`src/rtl/hilo_muldiv_unit.sv`:
```
// HI/LO multiply-divide unit: iterative radix-2 shift-add multiply and
// restoring divide with one-cycle sign fix-up, plus direct MTHI/MTLO writes.
// Fixed latency of N+1 edges from issue to HI/LO update.
module hilo_muldiv_unit #(
    parameter int unsigned N = 32
) (
    input  logic         Clk,
    input  logic         Reset,
    input  logic         Start,
    input  logic [2:0]   Op,
    input  logic [N-1:0] A,
    input  logic [N-1:0] B,
    input  logic         Flush,
    output logic         Busy,
    output logic         Done,
    output logic [N-1:0] Hi,
    output logic [N-1:0] Lo
);

    typedef enum logic [1:0] {
        S_IDLE,
        S_MUL,
        S_DIV,
        S_FIX
    } state_t;

    localparam logic [N-1:0] C_LAST = N'(N - 1);

    state_t         r_state;
    logic           r_busy;
    logic           r_done;
    logic [N-1:0]   r_hi;
    logic [N-1:0]   r_lo;
    logic [N-1:0]   r_cnt;
    logic [2*N-1:0] r_acc;
    logic [2*N-1:0] r_mcand;
    logic [N-1:0]   r_opa;      // dividend shifting out, quotient shifting in
    logic [N-1:0]   r_opb;      // multiplier (shifts right) or divisor
    logic [N-1:0]   r_rem;
    logic           r_is_div;
    logic           r_neg_res;  // operand signs differ: negate product/quotient
    logic           r_neg_rem;  // dividend sign: remainder follows it
    logic           r_bzero;

    logic           w_sgn_a;
    logic           w_sgn_b;
    logic [N-1:0]   w_abs_a;
    logic [N-1:0]   w_abs_b;
    logic [N:0]     w_shift;
    logic [N:0]     w_diff;
    logic [2*N-1:0] w_prod;
    logic [N-1:0]   w_quo;
    logic [N-1:0]   w_rem;

    // Operand sign capture and magnitude conversion for signed ops
    always_comb begin
        w_sgn_a = ~Op[0] & A[N-1];
        w_sgn_b = ~Op[0] & B[N-1];
        w_abs_a = w_sgn_a ? -A : A;
        w_abs_b = w_sgn_b ? -B : B;
    end

    // Restoring divide trial subtraction and final sign correction
    always_comb begin
        w_shift = {r_rem, r_opa[N-1]};
        w_diff  = w_shift - {1'b0, r_opb};
        w_prod  = r_neg_res ? -r_acc : r_acc;
        // divide-by-zero forces an all-ones quotient whatever the signs;
        // the remainder path already yields A because the magnitude passes through
        w_quo   = r_bzero ? '1 : (r_neg_res ? -r_opa : r_opa);
        w_rem   = r_neg_rem ? -r_rem : r_rem;
    end

    // Control FSM, datapath iteration and architectural HI/LO registers
    always_ff @(posedge Clk or negedge Reset) begin
        if (!Reset) begin
            r_state   <= S_IDLE;
            r_busy    <= 1'b0;
            r_done    <= 1'b0;
            r_hi      <= '0;
            r_lo      <= '0;
            r_cnt     <= '0;
            r_acc     <= '0;
            r_mcand   <= '0;
            r_opa     <= '0;
            r_opb     <= '0;
            r_rem     <= '0;
            r_is_div  <= 1'b0;
            r_neg_res <= 1'b0;
            r_neg_rem <= 1'b0;
            r_bzero   <= 1'b0;
        end else begin
            r_done <= 1'b0;
            case (r_state)
                S_IDLE: begin
                    if (Start && !Flush) begin
                        case (Op)
                            3'b000, 3'b001, 3'b010, 3'b011: begin
                                r_cnt     <= '0;
                                r_acc     <= '0;
                                r_rem     <= '0;
                                r_mcand   <= {{N{1'b0}}, w_abs_a};
                                r_opa     <= w_abs_a;
                                r_opb     <= w_abs_b;
                                r_is_div  <= Op[1];
                                r_neg_res <= w_sgn_a ^ w_sgn_b;
                                r_neg_rem <= w_sgn_a;
                                r_bzero   <= (B == '0);
                                r_busy    <= 1'b1;
                                r_state   <= Op[1] ? S_DIV : S_MUL;
                            end
                            3'b100: begin
                                r_hi   <= A;
                                r_done <= 1'b1;
                            end
                            3'b101: begin
                                r_lo   <= A;
                                r_done <= 1'b1;
                            end
                            default: ;
                        endcase
                    end
                end
                S_MUL: begin
                    if (Flush) begin
                        r_state <= S_IDLE;
                        r_busy  <= 1'b0;
                    end else begin
                        if (r_opb[0])
                            r_acc <= r_acc + r_mcand;
                        r_mcand <= r_mcand << 1;
                        r_opb   <= r_opb >> 1;
                        r_cnt   <= r_cnt + 1'b1;
                        if (r_cnt == C_LAST)
                            r_state <= S_FIX;
                    end
                end
                S_DIV: begin
                    if (Flush) begin
                        r_state <= S_IDLE;
                        r_busy  <= 1'b0;
                    end else begin
                        if (!w_diff[N]) begin
                            r_rem <= w_diff[N-1:0];
                            r_opa <= {r_opa[N-2:0], 1'b1};
                        end else begin
                            r_rem <= w_shift[N-1:0];
                            r_opa <= {r_opa[N-2:0], 1'b0};
                        end
                        r_cnt <= r_cnt + 1'b1;
                        if (r_cnt == C_LAST)
                            r_state <= S_FIX;
                    end
                end
                S_FIX: begin
                    r_state <= S_IDLE;
                    r_busy  <= 1'b0;
                    if (!Flush) begin
                        r_done <= 1'b1;
                        if (r_is_div) begin
                            r_hi <= w_rem;
                            r_lo <= w_quo;
                        end else begin
                            r_hi <= w_prod[2*N-1:N];
                            r_lo <= w_prod[N-1:0];
                        end
                    end
                end
                default: begin
                    r_state <= S_IDLE;
                    r_busy  <= 1'b0;
                end
            endcase
        end
    end

    assign Busy = r_busy;
    assign Done = r_done;
    assign Hi   = r_hi;
    assign Lo   = r_lo;

endmodule

```
`config.mk`:
```
export PLATFORM = sky130hd
export DESIGN_NAME = hilo_muldiv_unit
export DESIGN_NICKNAME = d
export VERILOG_FILES = /design/src/rtl/hilo_muldiv_unit.sv
export SDC_FILE = /design/constraint.sdc
export NUM_CORES = 1
export LEC_CHECK = 0
export BUFFER_PORTS_ARGS = -buffer_cell sky130_fd_sc_hd__clkbuf_2
export CORE_MARGIN = 2
export CORE_UTILIZATION = 33
export CTS_CLUSTER_DIAMETER = 80
export CTS_CLUSTER_SIZE = 10
export DETAILED_ROUTE_END_ITERATION = 16
export SETUP_SLACK_MARGIN = 0.2
export SYNTH_ARGS = -nofsm -noshare
export SYNTH_HDL_FRONTEND = slang
export SYNTH_SLANG_ARGS = --single-unit
```
`constraint.sdc`:
```
create_clock -name Clk -period 5.5 [get_ports Clk]
set_clock_uncertainty 0.1 [all_clocks]
set_input_delay 0.55 -clock Clk [delete_from_list [all_inputs] [get_ports Clk]]
set_output_delay 0.55 -clock Clk [all_outputs]
set_load 0.1 [all_outputs]
```
==> metrics, run 1 <==
IO Port Bufs=136; Wirelength per Cell=19.9 um; Finished Core Util=0.372; HP Start=A[27]; # DRC=0; Root Buffer=clkbuf_16; Detailed Route Iter0 Violations=2037; CTS tree=yes; register area=8210 sq um; Place WS=1.01 ns; depth of the CTS H-tree=2; WL final=76700 um; Initial Util=0.334; Reg clk slew, reported paths=0.06 ns; arrival time at the worst endpoint=4.83 ns; Cell Int Power=6.80 mW; Fmax=221 MHz; hpwl dp=57600 um; RSZ-0062 raised after global routing=no; Ports=137; most frequent cell after synthesis=nand2_1; Area growth syn-to-layout=11.2%; Hold Fails Final Rpt=0; Seq pwr share=0.270; vias in the first global route=19988; hold crit path type=in2reg; FP Rows=97; total gr overflow=0; PD cells=571 nW/um^2; NetSw=8.10 mW; number of synthesized flops with an enable pin=0; Gate Count Post-Synth=2843; Fill cells=7344; outcome=finished clean; via count=21317; slew margin rel.=0.283; Yosys cell types=76; Tot GR Track Use=0.205; syn avg cell area=8.25 sq um; Peak VDD IR=533 uV; Worst path max stage delay=0.66 ns; Final Setup Violations=0; multi-input gate area in the final layout=14300 sq um; Worst Setup SP=r_opa[31]; CP endpoint=r_rem[3]; area of the mapped netlist=23400 sq um; WP data required=5.80 ns; Final min period=4.53 ns; deepest clock path buffer count=3; top cell type's share of synthesized area=0.350; CP Capture Type=register; sequential area share after synthesis=0.350; FFs w/ async S/R, synth=1.00; pin count of the biggest net entering global routing=123; share of cells above drive strength 1=0.0873; Reg2Reg Depth=15; Initial DRT Pass Iterations=5; number of synthesis warnings=0; actual slew at the worst max-slew pin=1.07 ns; Comb pwr share=0.570; area leader, netlist=dfrtp_1; Most used DFF post-synth=dfrtp_1; Setup Fix Bufs, Post-CTS=0; reg2reg start=r_opa[31]; Max-Cap Viols=0; Die ar.=73200 sq um; Pleak=11.6 nW; clock sink total=328; gpl congestion=0.931; DR vias/cell=5.54; FF-to-FF setup slack=0.97 ns; worst skew pair latency=0.60 ns; Yosys reg bits=328; worst setup margin=0.965 ns; Die Ht=271 um; initial antenna violation count=7; CTS Buf Count=39; fin nets=3080; Final Max Slew Viols=0; Sw Ratio=0.544; synth top area cells=dfrtp_1 (35%), o21ai_0 (7.0%), ha_1 (5.7%); syn_nets=3022; first-pass GRT wire length=119000 um; Worst path slowest cell=xor2_4; Fin Setup TNS=0 ns; Die Width=271 um; crit path cell chain=inv_1, ha_1, fa_1, nand2b_1, a21boi_0, o21ai_0, a21oi_1, o21ai_1, a211oi_1, o21ai_0, a21oi_1, xor2_4, buf_4, mux2i_1, o22ai_1; final period utilization=0.825; Clock Power Share=0.160; ANT nets after route=0; top post-synthesis cells by count=nand2_1 (351), dfrtp_1 (328), o21ai_0 (327); critical path class=reg2reg; Core ar.=70100 sq um; element type at the critical path start=register; Reg-to-Reg End=r_rem[3]; Crit Path Max Fanout=19
-- cell usage in the layout, fill, tap and decap left out, types with 6 or more instances in the layout --
| master | netlist | routed |
|---|---|---|
| clkbuf_16 | 0 | 39 |
| a21o_1 | 64 | 64 |
| o21a_1 | 14 | 14 |
| xnor2_1 | 139 | 139 |
| o31ai_1 | 51 | 51 |
| o311ai_0 | 7 | 7 |
| a22oi_1 | 40 | 40 |
| nand3_1 | 34 | 34 |
| dfrtp_1 | 328 | 326 |
| nand4_1 | 32 | 32 |
| buf_4 | 5 | 34 |
| clkbuf_2 | 0 | 135 |
| mux2i_1 | 33 | 33 |
| xor2_1 | 146 | 146 |
| ha_1 | 106 | 104 |
| nor3b_1 | 7 | 7 |
| o41ai_1 | 31 | 31 |
| a31oi_1 | 24 | 24 |
| a221oi_1 | 12 | 12 |
| o21bai_1 | 15 | 15 |
| a211oi_1 | 21 | 21 |
| a22o_1 | 36 | 36 |
| nor4_1 | 20 | 20 |
| o221ai_1 | 17 | 17 |
| o21ai_0 | 327 | 327 |
| and4_1 | 7 | 7 |
| inv_1 | 81 | 81 |
| or3_1 | 31 | 31 |
| o211ai_1 | 9 | 9 |
| and3_1 | 16 | 16 |
| o22ai_1 | 6 | 6 |
| a21boi_0 | 8 | 8 |
| or4_1 | 24 | 24 |
| nor2_1 | 235 | 232 |
| nor3_1 | 31 | 31 |
| or2_2 | 10 | 10 |
| nor2b_1 | 32 | 32 |
| a21oi_1 | 260 | 260 |
| nand2_1 | 351 | 349 |
| nand2b_1 | 28 | 28 |
-- critical path: cells and delay by family (launching register included) --
family          cells  cell delay (ns)
buf+inv             2             0.44
flops               1             0.35
fa+ha+maj           2             0.63
mux                 1             0.21
simple gates        1             0.18
compound gates      8             1.79
xor+xnor            1             0.66
-- final cells by class --
cell class,instances,area share
multi-input cells,2278,0.549
inverters,82,0.0118
diodes,1,0.0000960
flip-flops and latches,328,0.315
clock inverters,4,0.00221
repair buffers,172,0.0374
well taps,940,0.0451
clock buffers,45,0.0391
-- what timing repair did --
action / 4_1_cts / 5_1_grt
resized for setup: 0 / 0
endpoints found under the setup margin: 0 / 0
hold buffers: 1 / 0
endpoints found under the hold margin: 51 / 0
-- how the worst min path moves through the flow --
stage | slack [ns] | cells past startpoint | to
2_1_floorplan | 0.15 | 0 | Busy
3_3_place_gp | 0.36 | 2 | Hi[5]
3_5_place_dp | 0.37 | 2 | Hi[8]
4_1_cts | 0.17 | 3 | Lo[27]
5_1_grt | 0.20 | 3 | Lo[27]
6_report | 0.20 | 3 | Lo[27]
-- state kept, by name, indices dropped and copies added, names as in the netlist --
name and count:
r_mcand 64, r_rem 32, Lo 32, r_neg_res 1
r_cnt 32, r_acc 64, r_state 2, Busy 1
Done 1, r_opb 32, r_bzero 1, r_neg_rem 1
r_opa 32, r_is_div 1, Hi 32
-- stage by stage --
| step | hold slack (ns) | area, sq um | cells | total power [mW] |
|---|---|---|---|---|
| after detailed placement | 0.370 | 25000 | 3799 | 12.4 |
| final | 0.197 | 26100 | 3850 | 14.9 |
| after CTS | 0.171 | 26100 | 3849 | 14.9 |
| after floorplan | 0.154 | 23400 | 2843 | 10.2 |
| after global routing | 0.204 | 26100 | 3849 | 15.8 |
| after global placement | 0.362 | 25000 | 3799 | 12.4 |
-- kinds of logic (layout without fill, tap and decap cells) --
logic type | count (synthesis) | after routing | share of synthesized area
DFF | 328 | 328 | 0.350
other | 0 | 1 | 0
adders and majority gates | 108 | 108 | 0.0583
muxes | 35 | 35 | 0.0151
buffers and inverters | 237 | 303 | 0.0409
xor gates and xnor gates | 286 | 286 | 0.107
and+or+nand+nor | 874 | 874 | 0.172
AOI/OAI and AO/OA | 975 | 975 | 0.256
-- power by group through the flow --
stage | logic [mW] | registers (mW) | clock network [mW]
after floorplan | 4.86 | 5.29 | 0
after CTS | 8.43 | 3.99 | 2.45
final | 8.49 | 4.02 | 2.39
after global routing | 9.19 | 4.11 | 2.53
after detailed placement | 8.40 | 4.02 | 0
after global placement | 8.35 | 4.01 | 0
-- per-layer routing --
metal | GRT usage | routed length [um]
met1 | 0.289 | 35300
met3 | 0.0373 | 5370
met2 | 0.320 | 33900
met4 | 0.0570 | 2010
met5 | 0 | 73
(Power assumes the default switching activity.)
==> inputs of run 2 (changes only) <==
clock period = 3.94 ns   (was 5.5 ns; I/O delays follow)
==> run 2 against run 1 <==
Sequential power increased by 38%. Clock power is 42% higher. Total power is 44% higher. Routed wire length is 1.8% higher. Cell area grew 3.0%. Combinational power is 47% higher. Core utilization up 1.1 points. Die area did not move. Global-route usage rose by 0.26 points. Cell count rose by 1.8%. Count of clock-buffer cells in the layout shrank 3. Largest cell class unchanged. Largest power group unchanged.
==> metrics, run 2 (synthesis gave the netlist of run 1 again) <==
Final Setup Violations=0 (unchanged); Core ar.=70100 sq um (unchanged); commonest non-fill, non-tap cell in the layout=nand2_1 (unchanged); FP Rows=97 (unchanged); Crit Path Max Fanout=8 (was 19); # DRC=0 (unchanged); Initial DRT Pass Iterations=5 (unchanged); pin count of the biggest net entering global routing=160 (was 123); gpl congestion=0.953 (was 0.931); PD cells=796 nW/um^2 (was 571 nW/um^2); Fin Setup TNS=0 ns (unchanged); Die Width=271 um (unchanged); multi-input gate area in the final layout=14500 sq um (was 14300 sq um); most frequent cells in the layout=nand2_1 (349), dfrtp_1 (325), o21ai_0 (321) (was nand2_1 (349), o21ai_0 (327), dfrtp_1 (326)); hpwl dp=58700 um (was 57600 um); Fmax=275 MHz (was 221 MHz); CTS tree=yes (unchanged); clock sink total=328 (unchanged); WP data required=4.25 ns (was 5.80 ns); Final min period=3.63 ns (was 4.53 ns); Reg-to-Reg End=r_acc[55] (was r_rem[3]); initial antenna violation count=6 (was 7); critical path class=reg2reg (unchanged); hold crit path type=in2reg (unchanged); Worst path max stage delay=0.46 ns (was 0.66 ns); Worst Setup SP=r_acc[14] (was r_opa[31]); Post-Layout Cell Count=3919 (was 3850); element type at the critical path start=register (unchanged); first-pass GRT wire length=120000 um (was 119000 um); Ports=137 (unchanged); WL final=78000 um (was 76700 um); Pleak=12.0 nW (was 11.6 nW); FF-to-FF setup slack=0.31 ns (was 0.97 ns); Detailed Route Iter0 Violations=1807 (was 2037); Reg clk slew, reported paths=0.06 ns (about the same); share of cells above drive strength 1=0.118 (was 0.0873); slew margin rel.=0.303 (was 0.283); Final Max Slew Viols=0 (unchanged); Initial Util=0.334 (unchanged); Max-Cap Viols=0 (unchanged); worst skew pair latency=0.58 ns (was 0.60 ns); CP Capture Type=register (unchanged); Die ar.=73200 sq um (unchanged); Reg2Reg Depth=12 (was 15); IO Port Bufs=136 (unchanged); arrival time at the worst endpoint=3.95 ns (was 4.83 ns); ANT nets after route=0 (unchanged); Die Ht=271 um (unchanged); reg2reg start=r_acc[14] (was r_opa[31]); depth of the CTS H-tree=2 (unchanged); deepest clock path buffer count=3 (unchanged); biggest regs=r_acc: 64 flops, r_mcand: 64 flops (unchanged); fin nets=3152 (was 3080); CP endpoint=r_acc[55] (was r_rem[3]); Inst Count DP=3856 (was 3799); register area=8210 sq um (about the same); Tot GR Track Use=0.207 (was 0.205); RSZ-0062 raised after global routing=no (unchanged); Wirelength per Cell=19.9 um (about the same); Hold Fails Final Rpt=0 (unchanged); vias in the first global route=20166 (was 19988); final period utilization=0.923 (was 0.825); Fill cells=7281 (was 7344); Worst path slowest cell=dfrtp_1 (was xor2_4); CTS Buf Count=40 (was 39); total gr overflow=0 (unchanged); DR vias/cell=5.57 (was 5.54); outcome=finished clean (unchanged); actual slew at the worst max-slew pin=1.04 ns (was 1.07 ns); crit path cell chain=ha_1, and4_1, a221o_1, a211oi_1, o21bai_1, a221o_1, o21ai_0, buf_4, o41ai_2, a31oi_1, xor2_1, o21ai_0 (was inv_1, ha_1, fa_1, nand2b_1, a21boi_0, o21ai_0, a21oi_1, o21ai_1, a211oi_1, o21ai_0, a21oi_1, xor2_4, buf_4, mux2i_1, o22ai_1); Peak VDD IR=745 uV (was 533 uV); Root Buffer=clkbuf_16 (unchanged); Area growth syn-to-layout=14.5% (was 11.2%); via count=21826 (was 21317); diode count=0 (was 1)
-- run 2: changes by cell type in the layout (fill, tap and decap cells not counted), moves of 3 or more --
cell / change
buf_4: +64
o21ai_0: -6
buf_12: +5
a211oi_1: -4
a211oi_2: +4
ha_1: -4
o21ai_1: +4
a21oi_1: -3
a21oi_2: +3
clkbuf_1: -3
clkbuf_16: +3
ha_2: +3
o311ai_0: -3
-- run 2: worst max-delay path: cells and delay by family, from the launching register on --
family | cells | cell delay [ns]
compound gates | 8 | 1.89
flops | 1 | 0.46
fa+ha+maj | 1 | 0.43
simple gates | 1 | 0.24
xor+xnor | 1 | 0.17
buf+inv | 1 | 0.16
-- run 2: layout make-up --
| class | count | area share |
|---|---|---|
| clock buffers | 42 | 0.0384 |
| clock inverters | 6 | 0.00270 |
| inverters | 82 | 0.0115 |
| multi-input cells | 2278 | 0.539 |
| flip-flops and latches | 328 | 0.306 |
| well taps | 940 | 0.0438 |
| repair buffers | 243 | 0.0593 |
-- run 2: what timing repair did --
item	4_1_cts	5_1_grt
gates resized for setup	5	36
pin swaps	3	13
endpoints found under the hold margin	87	0
setup buffers	1	12
endpoints found under the setup margin	27	54
gates cloned	1	0
hold buffers	1	0
-- run 2: worst min-delay path by stage --
stage,from,to,depth (start not counted)
global route,A[27],Lo[27],3
floorplan,Reset,Busy,0
detailed placement,Hi[3],Hi[3],2
finish,A[27],Lo[27],3
global placement,Hi[6],Hi[6],2
CTS,A[27],Lo[27],3
-- run 2: per-layer routing --
layer / GRT usage / vias to the layer above / routed length [um]
met1: 0.293 / 10522 / 35700
met3: 0.0384 / 127 / 5620
li1: - / 10475 / -
met5: 0 / - / 61
met4: 0.0676 / 10 / 2570
met2: 0.318 / 692 / 34100
-- run 2: power by group --
group          internal, mW  total [mW]  switching (mW)  leakage [nW]
Sequential             4.37        5.54            1.16          4.32
Clock                  1.91        3.39            1.47         0.538
Combinational          3.68        12.5            8.77          7.18
-- run 2: per-stage QoR --
step	cell area [sq um]	worst slack [ns]	hold WS [ns]	power [mW]	utilization
after floorplan	23400	0.394	-0.00159	14.2	-
after global placement	25500	0.194	0.364	17.6	0.363
after detailed placement	25500	0.155	0.373	17.7	0.363
after CTS	26600	0.190	0.0430	21.2	0.380
after global routing	26900	0.164	0.0923	22.7	0.383
final	26900	0.305	0.0737	21.4	0.383
==> inputs of run 3 (changes only) <==
GPL_TIMING_DRIVEN = 0   (was default)
==> run 3 against run 2 <==
Hold slack improved by 0.031 ns. Largest power group unchanged. Critical endpoint is now r_acc[42]. Worst setup slack got worse by 0.12 ns. Sequential cell count is the same.
==> metrics, run 3 (synthesis gave the netlist of run 1 again) <==
outcome=finished clean (unchanged); biggest regs=r_acc: 64 flops, r_mcand: 64 flops (unchanged); Ports=137 (unchanged); PD cells=814 nW/um^2 (was 796 nW/um^2); via count=22747 (was 21826); Die Ht=271 um (unchanged); Fin Setup TNS=0 ns (unchanged); FP Rows=97 (unchanged); most frequent cells in the layout=nand2_1 (348), dfrtp_1 (320), o21ai_0 (316) (was nand2_1 (349), dfrtp_1 (325), o21ai_0 (321)); WP data required=4.30 ns (was 4.25 ns); Core ar.=70100 sq um (unchanged); hold crit path type=in2reg (unchanged); WL final=86700 um (was 78000 um); Peak VDD IR=798 uV (was 745 uV); crit path cell chain=ha_2, inv_2, fa_2, nor2b_2, o211ai_1, a21o_1, a32oi_4, a41oi_4, o41a_1, o41ai_4, buf_4, a21oi_1, xor2_1, o31ai_1 (was ha_1, and4_1, a221o_1, a211oi_1, o21bai_1, a221o_1, o21ai_0, buf_4, o41ai_2, a31oi_1, xor2_1, o21ai_0); commonest non-fill, non-tap cell in the layout=nand2_1 (unchanged); Die Width=271 um (unchanged); clock sink total=328 (unchanged); slew margin rel.=0.243 (was 0.303); hpwl dp=67000 um (was 58700 um); worst setup margin=0.184 ns (was 0.305 ns); RSZ-0062 raised after global routing=yes (was no); critical path class=reg2reg (unchanged); fin nets=3231 (was 3152); Seq pwr share=0.255 (was 0.259); Finished Core Util=0.387 (was 0.383); Worst path max stage delay=0.43 ns (was 0.46 ns); ANT nets after route=0 (unchanged); initial antenna violation count=3 (was 6); Fmax=266 MHz (was 275 MHz); Initial Util=0.334 (unchanged); worst skew pair latency=0.58 ns (about the same); depth of the CTS H-tree=2 (unchanged); actual slew at the worst max-slew pin=1.14 ns (was 1.04 ns); Tot GR Track Use=0.232 (was 0.207); Fill cells=7280 (was 7281); Initial DRT Pass Iterations=6 (was 5); Area after DPL=25400 sq um (was 25500 sq um); Hold Fails Final Rpt=0 (unchanged); NetSw=12.1 mW (was 11.4 mW); Crit Path Max Fanout=5 (was 8); gpl congestion=0.994 (was 0.953); first-pass GRT wire length=132000 um (was 120000 um); CTS tree=yes (unchanged); Reg clk slew, reported paths=0.06 ns (about the same); share of cells above drive strength 1=0.108 (was 0.118); Final Max Slew Viols=0 (unchanged); DR vias/cell=5.69 (was 5.57); deepest clock path buffer count=3 (unchanged); Pleak=12.0 nW (about the same); Wirelength per Cell=21.7 um (was 19.9 um); Final Power=22.1 mW (was 21.4 mW); Final Setup Violations=0 (unchanged); IO Port Bufs=135 (was 136); Cell Int Power=9.96 mW (was 9.97 mW); Max-Cap Viols=0 (unchanged); Worst path slowest cell=o41a_1 (was dfrtp_1); element type at the critical path start=register (unchanged); Finished Cell Area=27200 sq um (was 26900 sq um); pin count of the biggest net entering global routing=93 (was 160); # DRC=0 (unchanged); vias in the first global route=21491 (was 20166); final period utilization=0.953 (was 0.923); Area growth syn-to-layout=15.9% (was 14.5%); Final min period=3.76 ns (was 3.63 ns); Die ar.=73200 sq um (unchanged); CTS Buf Count=41 (was 40); Inst Count DP=3921 (was 3856); Detailed Route Iter0 Violations=2183 (was 1807); Place WS=-1.15 ns (was 0.155 ns); Root Buffer=clkbuf_16 (unchanged); Clock Power Share=0.158 (was 0.159); CP Capture Type=register (unchanged); Sw Ratio=0.550 (was 0.534); Comb pwr share=0.586 (was 0.582); Min Hold Slack=0.105 ns (was 0.0737 ns); Post-Layout Cell Count=4000 (was 3919); total gr overflow=0 (unchanged); arrival time at the worst endpoint=4.12 ns (was 3.95 ns)
[run 3: layout make-up]
type	count	area [sq um]	share of cell area
multi-input cells	2278	14600	0.539
flip-flops and latches	328	8220	0.303
well taps	940	1180	0.0433
clock buffers	43	1080	0.0396
repair buffers	166	983	0.0362
plain buffers	155	677	0.0249
inverters	82	308	0.0113
clock inverters	7	77.6	0.00286
diodes	1	2.50	0.0000921
[run 3: power by group through the flow]
stage               clock network (mW)  logic, mW  registers [mW]
finish                            3.50       13.0            5.65
global route                      3.70       14.0            5.75
CTS                               3.58       12.6            5.58
detailed placement                   0       12.4            5.63
global placement                     0       12.3            5.62
floorplan                            0       6.79            7.39
[run 3: layer usage]
layer / vias to the layer above / global-route usage / wire [um]
li1: 10637 / - / -
met1: 11001 / 0.320 / 38000
met2: 912 / 0.350 / 37300
met3: 191 / 0.0499 / 7400
met4: 6 / 0.101 / 4010
met5: - / 0 / 40
[run 3: final timing paths]
check                      startpoint    endpoint  slack (ns)  cells past startpoint
max                        r_mcand[0]   r_acc[42]        0.18                     14
max in group asynchronous       Reset   r_acc[46]        2.06                      4
min                             A[10]   r_opa[10]        0.10                      3
min in group asynchronous       Reset  r_mcand[9]        0.29                      2
max reg2reg                r_mcand[0]   r_acc[42]        0.18                     14
min reg2reg                     Hi[3]       Hi[3]        0.37                      2
[run 3: worst max-delay path: cells and delay by family, from the launching register on]
kind | cells | cell delay [ns]
AOI/OAI and AO/OA | 8 | 2.05
xor gates and xnor gates | 1 | 0.16
adders and majority gates | 2 | 0.56
buffers and inverters | 2 | 0.23
DFF | 1 | 0.39
and+or+nand+nor | 1 | 0.14
[run 3: repair_timing]
item / 4_1_cts / 5_1_grt
setup endpoints to repair: 186 / 88
resized for setup: 46 / 59
pin swaps: 15 / 12
endpoints found under the hold margin: 59 / 0
buffers inserted: 15 / 12
hold buffers: 1 / 0
